`src/rtl/cmp_tally.sv`:
```
// Tallies a window of magnitude-comparator flag samples and reports the
// strict-majority outcome with a one-cycle DONE pulse.
module cmp_tally #(
  parameter int WINDOW = 8,
  parameter int CNT_W  = 4
) (
  input  logic             CLK,
  input  logic             RST,
  input  logic             START,
  input  logic             IN_VALID,
  input  logic             LT,
  input  logic             GT,
  input  logic             EQ,
  output logic             BUSY,
  output logic             DONE,
  output logic [CNT_W-1:0] LT_CNT,
  output logic [CNT_W-1:0] GT_CNT,
  output logic [CNT_W-1:0] EQ_CNT,
  output logic [1:0]       RESULT,
  output logic             ERR
);

  generate
    if (WINDOW < 1 || CNT_W < $clog2(WINDOW + 1)) begin : g_bad_params
      $error("cmp_tally: WINDOW must be >= 1 and CNT_W >= clog2(WINDOW+1)");
    end
  endgenerate

  typedef enum logic [1:0] {
    IDLE    = 2'd0,
    COLLECT = 2'd1,
    REPORT  = 2'd2
  } state_t;

  localparam logic [CNT_W-1:0] ONE  = CNT_W'(1);
  localparam logic [CNT_W-1:0] LAST = CNT_W'(WINDOW - 1);

  state_t           state;
  logic [CNT_W-1:0] sample_cnt;
  logic [CNT_W-1:0] lt_nxt;
  logic [CNT_W-1:0] gt_nxt;
  logic [CNT_W-1:0] eq_nxt;
  logic             one_hot;

  // A tie for the maximum (including all-zero counters) reports "none".
  function automatic logic [1:0] majority(input logic [CNT_W-1:0] l,
                                          input logic [CNT_W-1:0] g,
                                          input logic [CNT_W-1:0] e);
    if (l > g && l > e) return 2'b01;
    if (g > l && g > e) return 2'b10;
    if (e > l && e > g) return 2'b11;
    return 2'b00;
  endfunction

  always_comb begin
    one_hot = $onehot({LT, GT, EQ});
    lt_nxt  = LT_CNT;
    gt_nxt  = GT_CNT;
    eq_nxt  = EQ_CNT;
    if (IN_VALID && one_hot) begin
      if (LT) lt_nxt = LT_CNT + ONE;
      if (GT) gt_nxt = GT_CNT + ONE;
      if (EQ) eq_nxt = EQ_CNT + ONE;
    end
  end

  // RESULT is loaded on entry to REPORT so it is already valid alongside DONE.
  always_ff @(posedge CLK) begin
    if (RST) begin
      state      <= IDLE;
      BUSY       <= 1'b0;
      DONE       <= 1'b0;
      ERR        <= 1'b0;
      RESULT     <= 2'b00;
      LT_CNT     <= '0;
      GT_CNT     <= '0;
      EQ_CNT     <= '0;
      sample_cnt <= '0;
    end else begin
      DONE <= 1'b0;
      case (state)
        IDLE: begin
          if (START) begin
            state      <= COLLECT;
            BUSY       <= 1'b1;
            ERR        <= 1'b0;
            RESULT     <= 2'b00;
            LT_CNT     <= '0;
            GT_CNT     <= '0;
            EQ_CNT     <= '0;
            sample_cnt <= '0;
          end
        end
        COLLECT: begin
          if (IN_VALID) begin
            LT_CNT     <= lt_nxt;
            GT_CNT     <= gt_nxt;
            EQ_CNT     <= eq_nxt;
            sample_cnt <= sample_cnt + ONE;
            if (!one_hot) ERR <= 1'b1;
            if (sample_cnt == LAST) begin
              state  <= REPORT;
              BUSY   <= 1'b0;
              DONE   <= 1'b1;
              RESULT <= majority(lt_nxt, gt_nxt, eq_nxt);
            end
          end
        end
        REPORT: begin
          state <= IDLE;
        end
        default: begin
          state <= IDLE;
          BUSY  <= 1'b0;
        end
      endcase
    end
  end

endmodule

```
`config.mk`:
```
export PLATFORM = sky130hd
export DESIGN_NAME = cmp_tally
export DESIGN_NICKNAME = d
export VERILOG_FILES = /design/src/rtl/cmp_tally.sv
export SDC_FILE = /design/constraint.sdc
export NUM_CORES = 1
export LEC_CHECK = 0
export CORE_MARGIN = 2
export CORE_UTILIZATION = 30
export CTS_BUF_LIST = sky130_fd_sc_hd__clkbuf_8
export CTS_CLUSTER_DIAMETER = 200
export DETAILED_ROUTE_END_ITERATION = 8
export PLACE_DENSITY = 0.53
export SYNTH_ARGS = -nofsm -noshare
export SYNTH_HDL_FRONTEND = slang
export SYNTH_SLANG_ARGS = --single-unit
```
`constraint.sdc`:
```
create_clock -name CLK -period 3.8 [get_ports CLK]
set_clock_uncertainty 0.1 [all_clocks]
set_input_delay 0.38 -clock CLK [delete_from_list [all_inputs] [get_ports CLK]]
set_output_delay 0.38 -clock CLK [all_outputs]
set_load 0.01 [all_outputs]
```
==> results.json, run 1 <==
{
  "r2r-start": "GT_CNT[1]",
  "drv_slew": 0,
  "hold_buffers": 0,
  "worstPathArrival_ps": 3600,
  "critPathKind": "input port to flop",
  "period_needed_ps": 3539,
  "path_buf_inv": 2,
  "hold_class": "flop to flop",
  "synthTopCellsByArea": "dfxtp_1 31%, ha_1 10%, nor2_1 5.5%",
  "die_w_microns": 74.63,
  "wl_microns": 3573,
  "seqCellArea_sq_um": 460.4,
  "crit_path_cell_trace": "clkdlybuf4s50_1 -> inv_1 -> fa_1 -> nor2b_1 -> and3_1 -> nand4_1 -> xnor2_2 -> ha_1 -> and4b_1 -> a211oi_1 -> a41o_1 -> a31oi_1 -> o2bb2ai_1 -> a22o_1",
  "wire_per_inst_microns": 13.09,
  "tritoncts": "done",
  "fin_util_pct": 40.76,
  "max_freq_mhz": 282.6,
  "rsz0062_at_grt": "no",
  "avgSynthCellArea_sq_um": 8.751,
  "endpoint_kind": "flop",
  "setup_slack_ps": 261.1,
  "ant_nets": 0,
  "gr-total-overflow": 0,
  "synthCells": 171,
  "worst-path-max-fanout": 4,
  "dpl.hpwl_microns": 2766,
  "root_buffer": "clkbuf_8",
  "worst_ep_required_time_ps": 3860,
  "tightest_slew_ps": 838.5,
  "syn_to_final_growth_pct": 29.52,
  "min_from": "RESULT[0]",
  "multiInputGateArea_sq_um": 989.7,
  "start_util_pct": 31.47,
  "gr-usage-all-layers_pct": 14.33,
  "gp_congestion": 0.7806,
  "drtIter0Drc": 78,
  "first_global_vias": 1263,
  "place_area_sq_um": 1884,
  "cts_made_buffers": 3,
  "io_pins": 24,
  "stdcell_area_sq_um": 1938,
  "cts.path.max_buffers": 2,
  "drc": 0,
  "grt_pass1_wl_microns": 6065,
  "hold_viol": 0,
  "htree_levels": 1,
  "num_rows": 25,
  "r2r_slack_ps": 1230,
  "cp-start-kind": "input port",
  "status": "completed",
  "drive_gt1_share_pct": 12.62,
  "yosys.area.top_type": "dfxtp_1",
  "die_h_microns": 74.63,
  "path_depth": 14,
  "core_sq_um": 4755,
  "yosysSeqAreaShare_pct": 30.77,
  "antenna_found_initial": 0,
  "ys.warnings.count": 0,
  "min_period_over_period_pct": 93.13,
  "post_cts_buffers": 0,
  "place_ws_ps": -7.961,
  "clk_pin_slew_worst_paths_ps": 80,
  "grt_max_degree": 23,
  "syn-num-nets": 191,
  "maxCapViolCount": 0,
  "nFillCells": 511,
  "p_total_uw": 485.7,
  "via_per_inst": 4.806,
  "cp-startpoint": "LT",
  "insertion_delay_ps": 260,
  "max_stage_delay_ps": 530,
  "cts.sinks": 23,
  "crit_family": "adder cells",
  "final-setup-viol-count": 0,
  "synth_cell_type_count": 42,
  "layout.nets": 227,
  "r2r_end": "RESULT[1]",
  "crit_slowest_cell": "fa_1",
  "power.density_nw_per_um2": 250.6,
  "worst_r2r_path_depth": 11,
  "num_vias": 1312,
  "p_leak_nw": 0.7875,
  "vdd.ir_drop.worst_mv": 0.1104,
  "max_slew_margin_pct": 43.93,
  "syn_area_sq_um": 1496,
  "portBuffers": 23,
  "endpoint": "RESULT[1]",
  "yosys.area.top_type_share_pct": 30.77,
  "antenna_cells": 0,
  "ys_ff_latch": 23,
  "hold_ws_ps": 351.7,
  "dieArea_sq_um": 5569,
  "first_pass_iters": 4
}
routing by layer:
metal,global-route usage [%],share of wire [%],vias to the layer above
met3,2.677,2.3,2
met2,21.93,45,20
met4,3.571,0.73,0
met1,20.87,52,603
li1,-,-,687
met5,0,0,-
worst min-delay path by stage:
stage / endpoint / slack [ps] / depth (start not counted)
after global placement: RESULT[0] / 340 / 2
after floorplan: sample_cnt[1] / 350 / 2
after CTS: RESULT[0] / 360 / 2
final: RESULT[0] / 350 / 2
after detailed placement: RESULT[0] / 350 / 2
after global routing: RESULT[0] / 380 / 2
per-stage QoR:
stage | TNS [ps] | cells
2_1_floorplan | 0 | 171
3_3_place_gp | 0 | 269
3_5_place_dp | -7.961 | 269
4_1_cts | 0 | 273
5_1_grt | 0 | 273
6_report | 0 | 273
Yosys cell counts (all sizes together):
library cell / n
dfxtp: 23
nor2: 22
a21oi: 15
ha: 12
nand2: 10
nor3: 10
xnor2: 10
inv: 8
a22oi: 6
xor2: 6
nand3: 4
nand4: 4
nand4b: 4
clkbuf: 3
mux2i: 3
nor2b: 3
o21ai: 3
a211oi: 2
a21o: 2
and2: 2
buf: 2
mux2: 2
a22o: 1
a311oi: 1
a31oi: 1
a41o: 1
and3: 1
and4b: 1
fa: 1
nand3b: 1
nor3b: 1
nor4: 1
o211ai: 1
o2bb2ai: 1
o311ai: 1
o31ai: 1
or2: 1
cell families (layout without fill, tap and decap cells):
kind of cell | after synthesis | after routing | share of synthesized area (%)
buf+inv | 13 | 48 | 3.595
compound gates | 36 | 36 | 15.80
xor+xnor | 16 | 16 | 9.867
flops | 23 | 23 | 30.77
mux | 5 | 5 | 4.850
fa+ha+maj | 13 | 13 | 11.37
simple gates | 65 | 65 | 23.75
report_power, final:
part           switching [mW]  internal (mW)  total [mW]  leakage, nW
clock                  0.0811         0.0732       0.154       0.0255
sequential            0.00407          0.244       0.248        0.186
combinational          0.0458         0.0373      0.0831        0.576
total                   0.131          0.355       0.486        0.787
worst register-to-register path: stages, from the launching register on:
cell and delay, ps:
dfxtp_1 450, ha_1 190, nand4_1 100, xnor2_1 220, inv_1 70, ha_1 300
a21o_1 190, a211oi_1 300, a41o_1 150, a31oi_1 60, o2bb2ai_1 140, a22o_1 190
registers in the layout, summed over array words and instances, names as in the netlist:
| signal | flops |
|---|---|
| EQ_CNT | 4 |
| RESULT | 2 |
| GT_CNT | 4 |
| DONE | 1 |
| LT_CNT | 4 |
| ERR | 1 |
| BUSY | 1 |
| sample_cnt | 4 |
| state | 2 |
placed cells by master, fill, tap and decap left out, types with 6 or more instances in the layout:
cell and n:
dfxtp_1 23, clkdlybuf4s50_1 23, nor2_1 22, a21oi_1 15, buf_4 13, ha_1 12, nand2_1 10, nor3_1 10
inv_1 8, xnor2_1 8, xor2_1 6, a22oi_1 6
layout make-up:
type	count	share of cell area [%]
timing repair buffer	36	16.91
clock buffer	3	2.130
inverter	8	1.549
clock inverter	1	0.2582
tap	67	4.325
multi-input combinational	135	51.07
sequential	23	23.76
repair_timing:
item	4_1_cts	5_1_grt
resized for setup	0	1
setup endpoints to repair	0	1
endpoints found under the hold margin	0	0
No activity file was read; power rests on OpenSTA's default activity.
==> run 2: changes to the inputs <==
--- a/config.mk
+++ b/config.mk
@@ -5,12 +5,15 @@
 export SDC_FILE = /design/constraint.sdc
 export NUM_CORES = 1
 export LEC_CHECK = 0
+export CELL_PAD_IN_SITES_DETAIL_PLACEMENT = 0
+export CELL_PAD_IN_SITES_GLOBAL_PLACEMENT = 1
 export CORE_MARGIN = 2
 export CORE_UTILIZATION = 30
 export CTS_BUF_LIST = sky130_fd_sc_hd__clkbuf_8
 export CTS_CLUSTER_DIAMETER = 200
 export DETAILED_ROUTE_END_ITERATION = 8
-export PLACE_DENSITY = 0.53
+export MAX_ROUTING_LAYER = met4
+export PLACE_DENSITY = 0.65
 export SYNTH_ARGS = -nofsm -noshare
 export SYNTH_HDL_FRONTEND = slang
 export SYNTH_SLANG_ARGS = --single-unit
==> results.json, run 2 (synthesis results as in run 1) <==
{
  "status": "completed",
  "cp-start-kind": "input port",
  "gr-usage-all-layers_pct": 15.58,
  "worstPathArrival_ps": 3580,
  "clk_pin_slew_worst_paths_ps": 100,
  "r2r_slack_ps": 1280,
  "gp_congestion": 0.9415,
  "tightest_slew_ps": 852.3,
  "gr-total-overflow": 0,
  "dpl.hpwl_microns": 3058,
  "portBuffers": 23,
  "max_slew_margin_pct": 43.00,
  "num_vias": 1372,
  "first_global_vias": 1302,
  "max_stage_delay_ps": 500,
  "htree_levels": 1,
  "seq_power_share_pct": 50.1,
  "via_per_inst": 5.026,
  "cts.sinks": 23,
  "drc": 0,
  "nFillCells": 502,
  "min_period_over_period_pct": 92.41,
  "tritoncts": "done",
  "drv_slew": 0,
  "rsz0062_at_grt": "no",
  "final_cell_mix": "23 x dfxtp_1, 23 x clkdlybuf4s50_1, 22 x nor2_1, 15 x a21oi_1, 13 x buf_4",
  "antenna_cells": 0,
  "endpoint_kind": "flop",
  "p_leak_nw": 0.7805,
  "first_pass_iters": 4,
  "worst-path-max-fanout": 4,
  "num_rows": 25,
  "wire_per_inst_microns": 14.55,
  "clockPowerShare_pct": 33.1,
  "final.setup.tns_ps": 0,
  "maxCapViolCount": 0,
  "crit_slowest_cell": "clkdlybuf4s50_1",
  "combPwrFrac_pct": 16.8,
  "insertion_delay_ps": 270,
  "cts.path.max_buffers": 2,
  "drive_gt1_share_pct": 12.62,
  "critPathKind": "input port to flop",
  "die_h_microns": 74.63,
  "crit_path_cell_trace": "clkdlybuf4s50_1 -> inv_1 -> fa_1 -> nor2b_1 -> and3_1 -> nand4_1 -> xnor2_1 -> ha_1 -> and4b_1 -> a211oi_2 -> a41o_1 -> a31oi_1 -> o2bb2ai_1 -> a22o_1",
  "wl_microns": 3972,
  "hold_class": "flop to flop",
  "path_buf_inv": 2,
  "max_freq_mhz": 284.8,
  "internal_power_uw": 355.6,
  "p_total_uw": 495.6,
  "crit_family": "adder cells",
  "root_buffer": "clkbuf_8",
  "layout.nets": 227,
  "antenna_found_initial": 0,
  "start_util_pct": 31.47,
  "cts_made_buffers": 3,
  "die_w_microns": 74.63,
  "dieArea_sq_um": 5569,
  "sw_frac_of_total_pct": 28.26,
  "grt_max_degree": 23,
  "final-setup-viol-count": 0,
  "ant_nets": 0,
  "grt_pass1_wl_microns": 6285,
  "io_pins": 24,
  "power.density_nw_per_um2": 256.0,
  "hold_viol": 0,
  "period_needed_ps": 3512,
  "drtIter0Drc": 89,
  "worst_ep_required_time_ps": 3870,
  "syn_to_final_growth_pct": 29.35,
  "p_sw_uw": 140.0,
  "hold_buffers": 0,
  "vdd.ir_drop.worst_mv": 0.1134,
  "core_sq_um": 4755
}
-- run 2: cell counts in the layout (fill, tap and decap cells not counted) --
Identical to the previous run, type by type.
-- run 2: final timing paths --
path,startpoint,cells past startpoint,end
setup reg to reg,GT_CNT[1],11,RESULT[1]
setup / recovery,GT,14,RESULT[1]
hold reg to reg,RESULT[0],2,RESULT[0]
hold / removal,RESULT[0],2,RESULT[0]
-- run 2: what timing repair did --
action | CTS | global route
buffers inserted | 0 | 0
gates resized for setup | 0 | 1
setup endpoints to repair | 0 | 1
endpoints found under the hold margin | 0 | 0
-- run 2: worst register-to-register path, stage by stage, from the launching register on --
cell and delay (ps):
dfxtp_1 460, ha_1 210, nand4_1 110, xnor2_1 200, inv_1 70, ha_1 310
a21o_1 200, a211oi_2 260, a41o_1 130, a31oi_1 50, o2bb2ai_1 140, a22o_1 190
-- run 2: metal layers --
| metal | share of wire, % | wire length (microns) | global-route usage (%) |
|---|---|---|---|
| met1 | 47 | 1881 | 20.79 |
| met2 | 48 | 1889 | 23.99 |
| met3 | 3.2 | 126 | 2.008 |
| met4 | 1.9 | 74 | 6.151 |
| met5 | 0 | 0 | - |
-- run 2: area by class of cell --
class	instances	area, sq um	area share (%)
clock inverter	1	5.005	0.2586
tap	67	83.83	4.331
multi-input combinational	135	987.2	51.00
clock buffer	3	41.29	2.133
sequential	23	460.4	23.79
inverter	8	30.03	1.551
timing repair buffer	36	327.8	16.94
-- run 2: power by group through the flow --
stage / logic, mW / registers, mW / clock network (mW)
after floorplan: 0.0506 / 0.254 / 0
after global placement: 0.0813 / 0.253 / 0
after detailed placement: 0.0829 / 0.254 / 0
after CTS: 0.0832 / 0.248 / 0.171
after global routing: 0.0917 / 0.249 / 0.181
final: 0.0834 / 0.248 / 0.164
-- run 2: per-stage QoR --
stage / std cells / utilization (%) / worst slack, ps / instance area (sq um) / hold WS, ps
after global routing: 273 / 40.71 / 34.31 / 1936 / 397.2
after floorplan: 171 / - / 630.7 / 1496 / 349.2
after CTS: 273 / 40.61 / 216.2 / 1931 / 360.9
after global placement: 269 / 39.63 / 49.25 / 1884 / 340.9
after detailed placement: 269 / 39.63 / -76.01 / 1884 / 346.7
final: 273 / 40.71 / 288.4 / 1936 / 350.7
==> run 3: changes to the inputs <==
--- a/config.mk
+++ b/config.mk
@@ -14,6 +14,7 @@
 export DETAILED_ROUTE_END_ITERATION = 8
 export MAX_ROUTING_LAYER = met4
 export PLACE_DENSITY = 0.65
+export SLEW_MARGIN = 20
 export SYNTH_ARGS = -nofsm -noshare
 export SYNTH_HDL_FRONTEND = slang
 export SYNTH_SLANG_ARGS = --single-unit
==> results of run 3 <==
The final DEF is identical to that of run 2; final timing and power are the same.
